### src/rtl/obc_dft_pkg.sv
// ---------------------------------------------------------------------------
// obc_dft_pkg
// Shared definitions for the OBC 16-point DFT datapath.
//   WORD_W    : ROM partial-word width (two's complement)
//   FRAC_BITS : fraction bits carried by a ROM word
//   NUM_TERMS : ROM words per bit-plane (one per sample pair)
//   SUM_W     : width of the full-precision 8-word sum (3 bits of growth)
//   obc_acc_state_t : shift-accumulator FSM state
//   obc_sext  : sign-extends the low n bits of a 64-bit vector
// ---------------------------------------------------------------------------
package obc_dft_pkg;

  localparam int WORD_W    = 32;
  localparam int FRAC_BITS = 21;
  localparam int NUM_TERMS = 8;
  localparam int SUM_W     = WORD_W + 3;

  typedef enum logic {
    ACC = 1'b0,
    OUT = 1'b1
  } obc_acc_state_t;

  // Treat bit n-1 of v as the sign bit and replicate it across the upper bits.
  function automatic logic signed [63:0] obc_sext(input logic [63:0] v,
                                                  input int unsigned n);
    logic [63:0] t;
    t = v << (64 - n);
    return $signed(t) >>> (64 - n);
  endfunction

endpackage

### src/rtl/obc_adder_tree.sv
// ---------------------------------------------------------------------------
// obc_adder_tree
// Balanced 8 x WORD_W -> SUM_W signed adder tree for one bit-plane.
// Optional macro: OBC_SUM_PIPE_EN -- registers the sum together with its
// valid bit, the MSB-plane tag and the offset sampled with that plane.
// Without the macro the tree is purely combinational and the tag/offset
// pass straight through.
// Ports:
//   clk, rst, flush  (OBC_SUM_PIPE_EN only) clock, async reset, sync clear
//   in_fire          plane accepted this cycle
//   in_last          accepted plane is the MSB plane
//   in_offset        OBC offset presented with the plane
//   rom_words        NUM_TERMS packed ROM words, word i at [i*WORD_W +: WORD_W]
//   sum_valid        sum is available for accumulation
//   sum_last         sum belongs to the MSB plane
//   sum_offset       offset travelling with the sum
//   sum              sign-extended total of the 8 words
// ---------------------------------------------------------------------------
module obc_adder_tree
  import obc_dft_pkg::*;
(
`ifdef OBC_SUM_PIPE_EN
  input  logic                          clk,
  input  logic                          rst,
  input  logic                          flush,
`endif
  input  logic                          in_fire,
  input  logic                          in_last,
  input  logic [WORD_W-1:0]             in_offset,
  input  logic [NUM_TERMS*WORD_W-1:0]   rom_words,
  output logic                          sum_valid,
  output logic                          sum_last,
  output logic [WORD_W-1:0]             sum_offset,
  output logic signed [SUM_W-1:0]       sum
);

  logic signed [WORD_W-1:0] w  [NUM_TERMS];
  logic signed [WORD_W:0]   l1 [NUM_TERMS/2];
  logic signed [WORD_W+1:0] l2 [NUM_TERMS/4];
  logic signed [SUM_W-1:0]  sum_c;

  // Each level widens by one bit; signed size casts sign-extend the operands
  // so no level can overflow.
  genvar gi;
  generate
    for (gi = 0; gi < NUM_TERMS; gi++) begin : g_word
      assign w[gi] = rom_words[gi*WORD_W +: WORD_W];
    end
    for (gi = 0; gi < NUM_TERMS/2; gi++) begin : g_lvl1
      assign l1[gi] = (WORD_W+1)'(w[2*gi]) + (WORD_W+1)'(w[2*gi+1]);
    end
    for (gi = 0; gi < NUM_TERMS/4; gi++) begin : g_lvl2
      assign l2[gi] = (WORD_W+2)'(l1[2*gi]) + (WORD_W+2)'(l1[2*gi+1]);
    end
  endgenerate

  assign sum_c = SUM_W'(l2[0]) + SUM_W'(l2[1]);

`ifdef OBC_SUM_PIPE_EN
  logic                    valid_q;
  logic                    last_q;
  logic [WORD_W-1:0]       offset_q;
  logic signed [SUM_W-1:0] sum_q;

  always_ff @(posedge clk or posedge rst) begin
    if (rst) begin
      valid_q  <= 1'b0;
      last_q   <= 1'b0;
      offset_q <= '0;
      sum_q    <= '0;
    end else if (flush) begin
      valid_q  <= 1'b0;
    end else begin
      valid_q <= in_fire;
      if (in_fire) begin
        sum_q    <= sum_c;
        last_q   <= in_last;
        offset_q <= in_offset;
      end
    end
  end

  assign sum_valid  = valid_q;
  assign sum_last   = last_q;
  assign sum_offset = offset_q;
  assign sum        = sum_q;
`else
  assign sum_valid  = in_fire;
  assign sum_last   = in_last;
  assign sum_offset = in_offset;
  assign sum        = sum_c;
`endif

endmodule

### src/rtl/obc_shift_accumulator.sv
// ---------------------------------------------------------------------------
// obc_shift_accumulator
// Bit-serial shift-accumulate stage of the OBC DFT. Per accepted bit-plane the
// eight ROM words are summed (obc_adder_tree) and accumulated LSB-first; the
// MSB plane is subtracted and the OBC offset added, producing one full-
// precision bin component per frame behind a valid/ready handshake.
// Optional macro: OBC_SUM_PIPE_EN -- registered adder-tree output, result
// latency 2 instead of 1; arithmetic is identical.
// Ports:
//   clk, rst       clock, asynchronous active-high reset
//   flush          synchronous abort of the current frame / pending result
//   in_valid/in_ready  bit-plane handshake
//   rom_words      NUM_TERMS ROM words for the current plane
//   offset         OBC initial-value constant, taken with the MSB plane
//   out_valid/out_ready handshake for out_data
//   out_data       result, LSB weight 2^-(21+DATA_BITS-1)
//   busy           part of a frame has been accepted
// ---------------------------------------------------------------------------
module obc_shift_accumulator
  import obc_dft_pkg::*;
#(
  parameter  int DATA_BITS = 16,
  parameter  int WORD_W    = obc_dft_pkg::WORD_W,
  parameter  int NUM_TERMS = obc_dft_pkg::NUM_TERMS,
  localparam int ACC_W     = WORD_W + 5 + DATA_BITS - 1
) (
  input  logic                        clk,
  input  logic                        rst,
  input  logic                        flush,
  input  logic                        in_valid,
  output logic                        in_ready,
  input  logic [NUM_TERMS*WORD_W-1:0] rom_words,
  input  logic [WORD_W-1:0]           offset,
  output logic                        out_valid,
  input  logic                        out_ready,
  output logic [ACC_W-1:0]            out_data,
  output logic                        busy
);

  // Guard bits keep the right shifts exact: each plane's sum enters the
  // accumulator pre-scaled by 2^G and is halved once per later plane.
  localparam int G     = DATA_BITS - 1;
  localparam int CNT_W = $clog2(DATA_BITS);
  localparam logic [CNT_W-1:0] LAST_CNT = CNT_W'(DATA_BITS - 1);

  obc_acc_state_t          state_q;
  logic [CNT_W-1:0]        bit_cnt_q, bit_cnt_d;
  logic signed [ACC_W-1:0] acc_q, acc_d;
  logic signed [ACC_W-1:0] out_data_q, out_data_d;
  logic                    out_valid_q;

  logic                    plane_fire;
  logic                    plane_last;
  logic                    sum_valid;
  logic                    sum_last;
  logic [WORD_W-1:0]       sum_offset;
  logic signed [SUM_W-1:0] sum;
  logic signed [ACC_W-1:0] s_sh;
  logic signed [ACC_W-1:0] off_sh;

`ifdef OBC_SUM_PIPE_EN
  // A registered MSB sum still waiting to be folded in blocks the next frame.
  assign in_ready = (state_q == ACC) && !(sum_valid && sum_last);
  assign busy     = (bit_cnt_q != '0) || sum_valid;
`else
  assign in_ready = (state_q == ACC);
  assign busy     = (bit_cnt_q != '0);
`endif

  assign plane_fire = in_valid && in_ready && !flush;
  assign plane_last = (bit_cnt_q == LAST_CNT);
  assign bit_cnt_d  = plane_last ? '0 : bit_cnt_q + CNT_W'(1);

  obc_adder_tree u_tree (
`ifdef OBC_SUM_PIPE_EN
    .clk        (clk),
    .rst        (rst),
    .flush      (flush),
`endif
    .in_fire    (plane_fire),
    .in_last    (plane_last),
    .in_offset  (offset),
    .rom_words  (rom_words),
    .sum_valid  (sum_valid),
    .sum_last   (sum_last),
    .sum_offset (sum_offset),
    .sum        (sum)
  );

  assign s_sh   = ACC_W'(obc_sext({{(64-SUM_W){1'b0}}, sum}, SUM_W) <<< G);
  assign off_sh = ACC_W'(obc_sext({{(64-WORD_W){1'b0}}, sum_offset}, WORD_W) <<< G);

  assign acc_d      = (acc_q + s_sh) >>> 1;
  // Sign plane carries negative weight in two's complement.
  assign out_data_d = acc_q - s_sh + off_sh;

  always_ff @(posedge clk or posedge rst) begin
    if (rst) begin
      state_q     <= ACC;
      bit_cnt_q   <= '0;
      acc_q       <= '0;
      out_data_q  <= '0;
      out_valid_q <= 1'b0;
    end else if (flush) begin
      state_q     <= ACC;
      bit_cnt_q   <= '0;
      acc_q       <= '0;
      out_valid_q <= 1'b0;
    end else begin
      case (state_q)
        ACC: begin
          if (plane_fire) begin
            bit_cnt_q <= bit_cnt_d;
          end
          if (sum_valid) begin
            if (sum_last) begin
              out_data_q  <= out_data_d;
              acc_q       <= '0;
              state_q     <= OUT;
              out_valid_q <= 1'b1;
            end else begin
              acc_q <= acc_d;
            end
          end
        end
        OUT: begin
          if (out_ready) begin
            state_q     <= ACC;
            out_valid_q <= 1'b0;
          end
        end
        default: begin
          state_q     <= ACC;
          out_valid_q <= 1'b0;
        end
      endcase
    end
  end

  assign out_data  = out_data_q;
  assign out_valid = out_valid_q;

endmodule
### config.mk
export PLATFORM = sky130hd
export DESIGN_NAME = obc_shift_accumulator
export DESIGN_NICKNAME = d
export VERILOG_FILES = /design/src/rtl/obc_dft_pkg.sv /design/src/rtl/obc_adder_tree.sv /design/src/rtl/obc_shift_accumulator.sv
export SDC_FILE = /design/constraint.sdc
export NUM_CORES = 1
export LEC_CHECK = 0
export ABC_CLOCK_PERIOD_IN_PS = 6500
export CAP_MARGIN = 25
export CELL_PAD_IN_SITES_DETAIL_PLACEMENT = 1
export CELL_PAD_IN_SITES_GLOBAL_PLACEMENT = 2
export CORE_ASPECT_RATIO = 1.25
export CORE_MARGIN = 8
export CORE_UTILIZATION = 30
export DETAILED_ROUTE_END_ITERATION = 8
export PLACE_DENSITY = 0.84
export SLEW_MARGIN = 10
export SYNTH_ARGS = -nofsm -noshare
export SYNTH_HDL_FRONTEND = slang
export SYNTH_HIERARCHICAL = 1
export SYNTH_SLANG_ARGS = --single-unit
### constraint.sdc
create_clock -name clk -period 6.5 [get_ports clk]
set_input_delay 1.3 -clock clk [delete_from_list [all_inputs] [get_ports clk]]
set_output_delay 1.3 -clock clk [all_outputs]
set_load 0.1 [all_outputs]
### Word-level counts from Yosys, hierarchy flattened

Cells that the tools add are included.

| storage, ports and cells | value |
|---|---|
| register bits | 110 |
| latch bits | 0 |
| bits in writable memories | 0 |
| memory bits (read-only) | 0 |
| input bits | 293 |
| output and inout bits | 55 |
| logic and storage cells | 49 |
| memories kept | 0 |

| cells by class | value |
|---|---|
| add/subtract/negate cells | 11 |
| multiply operators | 0 |
| div/mod/pow operators | 0 |
| order comparisons | 0 |
| equality and inequality tests | 5 |
| shift-type cells | 0 |
| mux-type cells | 18 |
| bitwise operators | 2 |
| reduce and logical (&&, ||, !) cells | 8 |

Operators by type and width:

| cell | count |
|---|---|
| $mux W52 | 4 |
| $add A32 B32 Y33 | 4 |
| $add A33 B33 Y34 | 2 |
| $add A52 B47 Y52 | 1 |
| $add A52 B50 Y52 | 1 |
| $sub A52 B50 Y52 | 1 |
| $add A34 B34 Y35 | 1 |
| $mux W4 | 4 |
| $mux W1 | 8 |
| $ne A3 B2 Y1 const B | 2 |
| $add A4 B1 Y4 const B | 1 |
| $eq A4 B4 Y1 const B | 1 |
| $pmux W1 S2 | 2 |
| $reduce_and A4 Y1 | 1 |
| $reduce_bool A4 Y1 | 1 |
| $ne A3 B3 Y1 const B | 1 |
| $reduce_and A3 Y1 | 1 |
| $logic_and A1 B1 Y1 | 2 |
| $ne A2 B2 Y1 const B | 1 |
| $not A1 Y1 | 2 |
| $reduce_and A2 Y1 | 1 |
| $reduce_bool A2 Y1 | 1 |
| $logic_not A1 Y1 | 1 |

### Depth between registers and ports, before layout

Gate-level depths: netlist (run 1).

| logic depth | value |
|---|---|
| depth after elaboration | 8 |
| depth in mapped cells | 31 |
| depth with buffers taken out | 30 |

### Modules after synthesis

Netlist (run 1), hierarchy kept.

By module, submodules not included:

| module | instances | cells each | area each (um^2) | sequential area each (um^2) |
|---|---|---|---|---|
| obc_shift_accumulator | 1 | 1313 | 10565.1 | 2727.6 |
| obc_adder_tree | 1 | 933 | 7616.1 | 0.0 |

### Worst setup path before layout (run 1)

No wires, ideal clock.

| timing path | value |
|---|---|
| path type | input to register |
| start | in rom_words[2] |
| end | reg acc_q[49] |
| setup time | 0.128 ns |
| arrival | 8.155 ns |
| required time | 6.372 ns |
| slack | -1.783 ns |
| stages | 27 |
| path buffers | 0 |
| cell sequence | inv_1 fa_1 inv_1 fa_1 fa_1 inv_1 fa_1 inv_1 ha_1 fa_1 a21o_1 a221oi_2 o211ai_1 a221o_1 nand3_1 o21ai_0 xor2_1 inv_1 ha_1 or4_4 or4_4 or3_1 o221ai_2 o2111ai_2 a31oi_1 mux2i_1 nand3_1 |

| between the ends | value |
|---|---|
| longest elaborated chain between the ends | 8 |

RTL lines:

| element | line | source |
|---|---|---|
| start: declaration | obc_shift_accumulator.sv:32 | `input logic [NUM_TERMS*WORD_W-1:0] rom_words,` |
| $add A32 B32 Y33 | obc_adder_tree.sv:50 | `assign l1[gi] = (WORD_W+1)'(w[2*gi]) + (WORD_W+1)'(w[2*gi+1]);` |
| $add A33 B33 Y34 | obc_adder_tree.sv:53 | `assign l2[gi] = (WORD_W+2)'(l1[2*gi]) + (WORD_W+2)'(l1[2*gi+1]);` |
| $add A34 B34 Y35 | obc_adder_tree.sv:57 | `assign sum_c = SUM_W'(l2[0]) + SUM_W'(l2[1]);` |
| via sum[20] | obc_shift_accumulator.sv:57 | `logic signed [SUM_W-1:0] sum;` |
| $add A52 B50 Y52 | obc_shift_accumulator.sv:93 | `assign acc_d = (acc_q + s_sh) >>> 1;` |
| $mux W52 | obc_shift_accumulator.sv:116 | `if (sum_last) begin` |
| $mux W52 | obc_shift_accumulator.sv:115 | `if (sum_valid) begin` |
| $mux W52 | obc_shift_accumulator.sv:110 | `case (state_q)` |
| $mux W52 | obc_shift_accumulator.sv:104 | `end else if (flush) begin` |
| end signal: assignment | obc_shift_accumulator.sv:107 | `acc_q <= '0;` |
| end signal: assignment | obc_shift_accumulator.sv:118 | `acc_q <= '0;` |
| end signal: assignment | obc_shift_accumulator.sv:122 | `acc_q <= acc_d;` |
| end: declaration | obc_shift_accumulator.sv:48 | `logic signed [ACC_W-1:0] acc_q, acc_d;` |

The timed path passes the listed nets, and every way through them passes these cells. The select of a mux whose other input is x is not followed.
A chain may end at the register's enable or synchronous reset.

### Worst setup path in the final report (run 1)

| timing path | value |
|---|---|
| start | in rom_words[66] |
| end | reg acc_q[43] |

Same word-level chain as after synthesis.

==> metrics.md, run 1 <==
| Metric | Value |
|---|---|
| Number of buffers inserted for hold repair after clock tree synthesis | 0 |
| Required time of the critical path | 6.76 ns |
| Avg Inst Size Synth | between 8 and 9 sq um |
| Area of the core region | 60,400 sq um |
| Run status | complete, but fails checks |
| Pins over their slew limit | 0 |
| Horizontal extent of the die | 236 um |
| Commonest cells after routing, fill and taps aside | 626 x inv_1, 370 x buf_4, 290 x clkdlybuf4s50_1, 218 x fa_1, 151 x nand2_1 |
| Largest net degree at the start of global routing | 61 |
| Post-layout minimum cycle time | 8.05 ns |
| Nets in the synthesized netlist | 2,930 |
| Combined area of all synthesized cells | ~18,000 sq um |
| Clock Skews | 0.0149 ns |
| Area enclosed by the die boundary | 68,800 sq um |
| Top flip-flop cell by instance count after synthesis | dfrtp_1 |
| Average detailed-routed wire length per instance | 17.1 um |
| Fraction of final layout cells with drive strength greater than 1 | 26.8% |
| Total routing usage reported by global routing | 18.0% |
| Worst setup margin | -1.55 ns |
| # IOs | 348 |
| Async set-or-reset flop fraction in the synthesized netlist | 100% |
| Total grt overflow | 0 |
| Detailed-placement wirelength estimate | 52,700 um |
| Most common cell after layout, fill and taps aside | inv_1 |
| Total number of clock tree sinks | approximately 110 |
| Clock buffer depth | 2 |
| Number of clock buffers inserted by TritonCTS | 9 |
| Starting Density | about 30% |
| Overall die height | 291 um |
| Final GP Congestion | roughly 0.87 |
| Final worst-path cycle share | 124% |
| Violated checks | negative setup slack |
| CP Launch Type | input port |
| Total number of placement rows | between 100 and 150 |
| Post-Route Hold Slack | between 0.4 and 0.5 ns |
| Global-route wire length before repair | 102,000 um |
| Max stage delay on crit path | between 0.5 and 0.6 ns |
| Flip-flop and latch count after synthesis | ~110 |
| WS Path Type | input port to register |
| Max-capacitance violation count | 0 |
| Vias | 17,200 |
| Worst EP arrival | 8.32 ns |
| Post-DRT Antenna Nets | 0 |
| RSZ-0062 raised after global routing | true |
| Number of flops mapped to enable cells by yosys | 0 |
| CP most frequent cell | fa_1 |
| Final hold violation count | 0 |
| Routed WL | 63,400 um |
| Syn. warnings | 6 |
| Number of iterations in the first detailed-routing pass | 5 |
| Transition time of the tightest slew-check pin | about 1.1 ns |
| Bufs and invs on worst path | 8 |
| Min-Delay Path Class | register to register |
| Worst slew margin | 25.6% |
| Critical Path Fanout Max | 2 |
| Max Clk Rate | approximately 0.12 GHz |
| Number of library cell types mapped by synthesis | 84 |
| First-iteration detailed-routing DRC count | 436 |
| Number of port buffers | between 300 and 400 |
| Count of unresolved DRC violations after routing | 0 |
| Number of antenna violations at the first check in global routing | 9 |
| Clock root buffer | clkbuf_16 |
| Worst setup EP type | register |
| Post-layout nets | 3,621 |
| Syn Inst Count | 2,246 |
| Clock insertion delay at the later pin of the skew report | 0.39 ns |
| Number of vias per cell after detailed routing | 4.64 |
| P&R area growth vs syn | 52.4% |
| Register-to-register setup slack | approximately 2.9 ns |
| Htree depth | 3 |
| Category of cells accounting for the largest share of critical-path delay | adder cells |
| Part of the Yosys area used for sequential elements | 15.0% |
| CP max stage cell | fa_1 |
| Final setup fails | 57 |
| Vias in the first global route | 20,500 |
| Clock tree from TritonCTS | done |
| Clock edge transition at the registers on the reported setup and hold paths | 0.09 ns |
per-layer routing:
metal	global-route usage [%]	up-vias	share of wire, %
met4	5.76	6	3.0
met5	0	-	0.058
met1	18.7	8643	38
li1	-	8237	-
met2	36.6	271	56
met3	2.28	91	2.7
worst paths after layout:
check                              start           end  cells past startpoint
max                        rom_words[66]     acc_q[43]                     30
min                         out_data[13]  out_data[13]                      2
max reg2reg                    acc_q[15]  out_data[46]                     13
min reg2reg                 out_data[13]  out_data[13]                      2
max in group asynchronous            rst     acc_q[35]                      3
min in group asynchronous            rst   out_data[7]                      2
state kept, by name, indices dropped and copies added (netlist names):
| signal | cells |
|---|---|
| out_data | 52 |
| acc_q | 51 |
| out_valid | 1 |
| bit_cnt_q | 4 |
| state_q | 1 |
stage by stage:
step / std cells / setup TNS, ns / cell area, sq um / setup slack [ns] / utilization (%)
finish: 3718 / -53.05 / 27700 / -1.55 / 45.9
floorplan: 2246 / -44.14 / 18600 / -1.66 / -
global placement: 3644 / -120.08 / 25300 / -2.69 / 41.8
CTS: 3691 / -52.21 / 26900 / -1.54 / 44.6
global route: 3717 / -67.79 / 27700 / -1.84 / 45.9
detailed placement: 3647 / -126.14 / 25300 / -2.75 / 42.0
logic make-up (layout without fill, tap and decap cells):
kind of cell	count (synthesis)	after routing	share of synthesized area, %
compound gates	446	446	15.9
xor+xnor	97	97	4.67
fa+ha+maj	391	391	36.5
buf+inv	789	1484	17.0
flops	109	109	15.0
mux	8	8	0.447
other cells	0	5	0
simple gates	406	406	10.5
final cells by class:
class,count,area [sq um]
fillers,7085,32700
multi-input cells,1348,14300
repair buffers,765,6750
flip-flops and latches,109,2730
inverters,704,2660
well taps,772,966
clock buffers,11,243
clock inverters,4,33.8
diodes,5,12.5
synthesized netlist by cell type (all sizes together) (5+ instances only):
cell type  count  share of area, %
inv          704                15
fa           232                26
nand2        164               3.4
ha           159                11
a21oi        133               3.7
o21ai        132               3.7
dfrtp        109                15
nor2          89               1.9
xnor2         58               2.8
clkbuf        47              0.98
xor2          39               1.9
buf           38               1.5
nand3         34              0.94
a21o          32               1.3
nor3          25              0.69
o211ai        18              0.83
o21bai        17              0.72
nand4         14              0.48
nor2b         14              0.48
o21a          13              0.54
a31oi         12              0.41
o31ai         12              0.52
and3          11              0.38
or3            9              0.34
a211oi         8              0.33
a221oi         8              0.42
nand2b         8              0.28
mux2i          7              0.39
nor3b          7              0.29
nor4           7              0.24
a2111oi        6              0.61
a22o           6              0.29
a211o          5              0.24
a22oi          5              0.21
nand3b         5              0.21
tightest hold or removal path: cells and delay by family (launching register included):
family,cells,cell delay (ns)
flip-flops,1,0.35
AO/OA/AOI/OAI,1,0.06
AND/OR/NAND/NOR,1,0.05
timing repair:
action                                  in CTS  in global routing
gates resized for setup                    375                142
endpoints found under the setup margin      62                 60
pin swaps                                  174                128
setup buffers                               33                 26
Power of run 1 is left out: the tool's default activity adds up to more than one toggle a clock period on the data nets, which glitch-free logic cannot reach.
==> run 2, diff against run 1 <==
Settings changed: SLEW_MARGIN 10 to default.
==> results of run 2 <==
Final layout, timing and power as in run 1 (identical DEF).
Power of run 2 is left out for the same reason.
==> run 3, diff against run 2 <==
Settings changed: CELL_PAD_IN_SITES_DETAIL_PLACEMENT 1 to default, CELL_PAD_IN_SITES_GLOBAL_PLACEMENT 2 to default, CORE_MARGIN 8 to default, PLACE_DENSITY 0.84 to 0.56.
==> run 3 against run 2 <==
Net effect: the run still ends with negative setup slack left; core utilization is 0.070 points higher; setup slack better by 0.086 ns; fmax increased by 1.1%; final cell count fell by 0.56%; via count down 3.4%; flip-flop and latch count unchanged; critical path depth unchanged; global-route usage is 0.54 points lower; die area is 10% lower; count of clock-buffer cells in the layout down 1; non-clock buffer count is 10 lower; critical endpoint is now acc_q[49].
==> metrics.md, run 3 (same netlist as run 1, synthesis figures left out) <==
| Metric | Value |
|---|---|
| Post-layout nets | 3,611 (was 3,621) |
| Filler cell count in the final layout | 5,797 (was 7,085) |
| Worst slew margin | 27.5% (was 25.6%) |
| Area of the core region | 59,700 sq um (was 60,400 sq um) |
| Final instance count without filler cells | 3,697 (was 3,718) |
| Number of iterations in the first detailed-routing pass | 4 (was 5) |
| Number of antenna violations at the first check in global routing | 1 (was 9) |
| Post-route standard cell area excluding fillers | 27,400 sq um (was 27,700 sq um) |
| Clock tree from TritonCTS | done (unchanged) |
| Pins over their slew limit | 0 (unchanged) |
| Most common cell after layout, fill and taps aside | inv_1 (unchanged) |
| Detailed-placement wirelength estimate | 44,600 um (was 52,700 um) |
| WS Path Type | input port to register (unchanged) |
| CP Launch Type | input port (unchanged) |
| Starting Density | 30.5% (was 30.1%) |
| Worst EP arrival | 8.23 ns (was 8.32 ns) |
| Post-Place Cell Area | 25,300 sq um (about the same) |
| Required time of the critical path | 6.76 ns (about the same) |
| Number of vias per cell after detailed routing | 4.51 (was 4.64) |
| Total routing usage reported by global routing | 17.5% (was 18.0%) |
| Run status | complete, but fails checks (unchanged) |
| Count of unresolved DRC violations after routing | 0 (unchanged) |
| Post-Route Hold Slack | 0.484 ns (about the same) |
| CP max stage cell | fa_1 (unchanged) |
| Worst setup margin | -1.47 ns (was -1.55 ns) |
| Worst hold path startpoint | out_data[21] (was out_data[13]) |
| Clock Skews | 0.0161 ns (was 0.0149 ns) |
| Clock root buffer | clkbuf_16 (unchanged) |
| # IOs | 348 (unchanged) |
| Max Clk Rate | 0.126 GHz (was 0.124 GHz) |
| Post-placement setup slack | -2.72 ns (was -2.75 ns) |
| N_diodes | 0 (was 5) |
| Clock insertion delay at the later pin of the skew report | 0.38 ns (was 0.39 ns) |
| CP most frequent cell | fa_1 (unchanged) |
| Violated checks | negative setup slack (unchanged) |
| Overall die height | 277 um (was 291 um) |
| First-iteration detailed-routing DRC count | 463 (was 436) |
| Vias | 16,700 (was 17,200) |
| Average detailed-routed wire length per instance | 14.4 um (was 17.1 um) |
| Final hold violation count | 0 (unchanged) |
| Horizontal extent of the die | 222 um (was 236 um) |
| Global-route wire length before repair | 88,000 um (was 102,000 um) |
| Number of clock buffers inserted by TritonCTS | 9 (unchanged) |
| Final GP Congestion | 0.862 (was 0.872) |
| Flip-flop count of the largest register, all copies and words added | 52 (unchanged) |
| Critical Path Fanout Max | 4 (was 2) |
| Total number of placement rows | 100 (was 101) |
| Htree depth | 3 (unchanged) |
| Post-layout minimum cycle time | 7.97 ns (was 8.05 ns) |
| Commonest cells after routing, fill and taps aside | 633 x inv_1, 370 x buf_4, 289 x clkdlybuf4s50_1, 220 x fa_1, 155 x nand2_1 (was 626 x inv_1, 370 x buf_4, 290 x clkdlybuf4s50_1, 218 x fa_1, 151 x nand2_1) |
| Clock buffer depth | 2 (unchanged) |
| Max stage delay on crit path | 0.57 ns (was 0.54 ns) |
| Area enclosed by the die boundary | 61,600 sq um (was 68,800 sq um) |
| Launching element of the worst setup path | rom_words[66] (unchanged) |
| Max-capacitance violation count | 0 (unchanged) |
| Largest net degree at the start of global routing | 62 (was 61) |
| Post-DRT Antenna Nets | 0 (unchanged) |
| Number of placed instances with taps included | 3,642 (was 3,647) |
| Worst setup EP type | register (unchanged) |
| Transition time of the tightest slew-check pin | 1.08 ns (was 1.11 ns) |
| Total grt overflow | 0 (unchanged) |
| Startpoint of the worst-slack reg-to-reg timing path | acc_q[15] (unchanged) |
| Min-Delay Path Class | register to register (unchanged) |
| Total number of clock tree sinks | 109 (unchanged) |
| RSZ-0062 raised after global routing | true (unchanged) |
| P&R area growth vs syn | 50.8% (was 52.4%) |
| Routed WL | 53,100 um (was 63,400 um) |
| Vias in the first global route | 18,300 (was 20,500) |
| Final setup fails | 57 (unchanged) |
| Clock edge transition at the registers on the reported setup and hold paths | 0.08 ns (was 0.09 ns) |
| Number of port buffers | 347 (unchanged) |
| Final worst-path cycle share | 123% (was 124%) |
| Fraction of final layout cells with drive strength greater than 1 | 25.3% (was 26.8%) |
run 3: worst max-delay path, delay by kind of cell:
family / cells / cell delay, ns
muxes: 1 / 0.20
buffers and inverters: 8 / 0.53
and+or+nand+nor: 6 / 1.50
xor gates and xnor gates: 1 / 0.15
AOI/OAI and AO/OA: 7 / 1.72
adders and majority gates: 7 / 2.80
run 3: worst paths after layout:
path                       cells after the start  slack, ns            to
max                                           30      -1.47     acc_q[49]
min                                            2       0.48  out_data[21]
max reg2reg                                   13       2.92  out_data[46]
min reg2reg                                    2       0.48  out_data[21]
max in group asynchronous                      3       3.85     acc_q[43]
min in group asynchronous                      2       1.46   out_data[7]
run 3: area by class of cell:
class                      count  area, sq um  area share (%)
clock buffer                  10          229           0.835
timing repair buffer         755         6700            24.4
sequential                   109         2730            9.95
inverter                     704         2660            9.68
multi-input combinational   1348        14100            51.4
tap                          765          957            3.49
clock inverter                 6         47.5           0.173
run 3: stage by stage:
stage / setup TNS (ns) / util, %
final: -53.37 / 45.9
after global routing: -68.92 / 45.9
after CTS: -53.06 / 44.7
after detailed placement: -123.05 / 42.4
after global placement: -121.44 / 42.4
after floorplan: -44.14 / -
run 3: timing repair:
item / CTS / global route
setup endpoints to repair: 62 / 59
pin swaps: 148 / 108
buffers inserted: 23 / 24
resized for setup: 272 / 150
hold buffers: 0 / 0
run 3: layer usage:
metal  up-vias  GRT usage (%)  share of wire, %
li1       8221              -                 -
met5         -              0             0.021
met1      8113           19.5                40
met3        57           1.84               2.8
met4         2           3.95               1.9
met2       273           34.9                55
Power of run 3 is left out for the same reason.
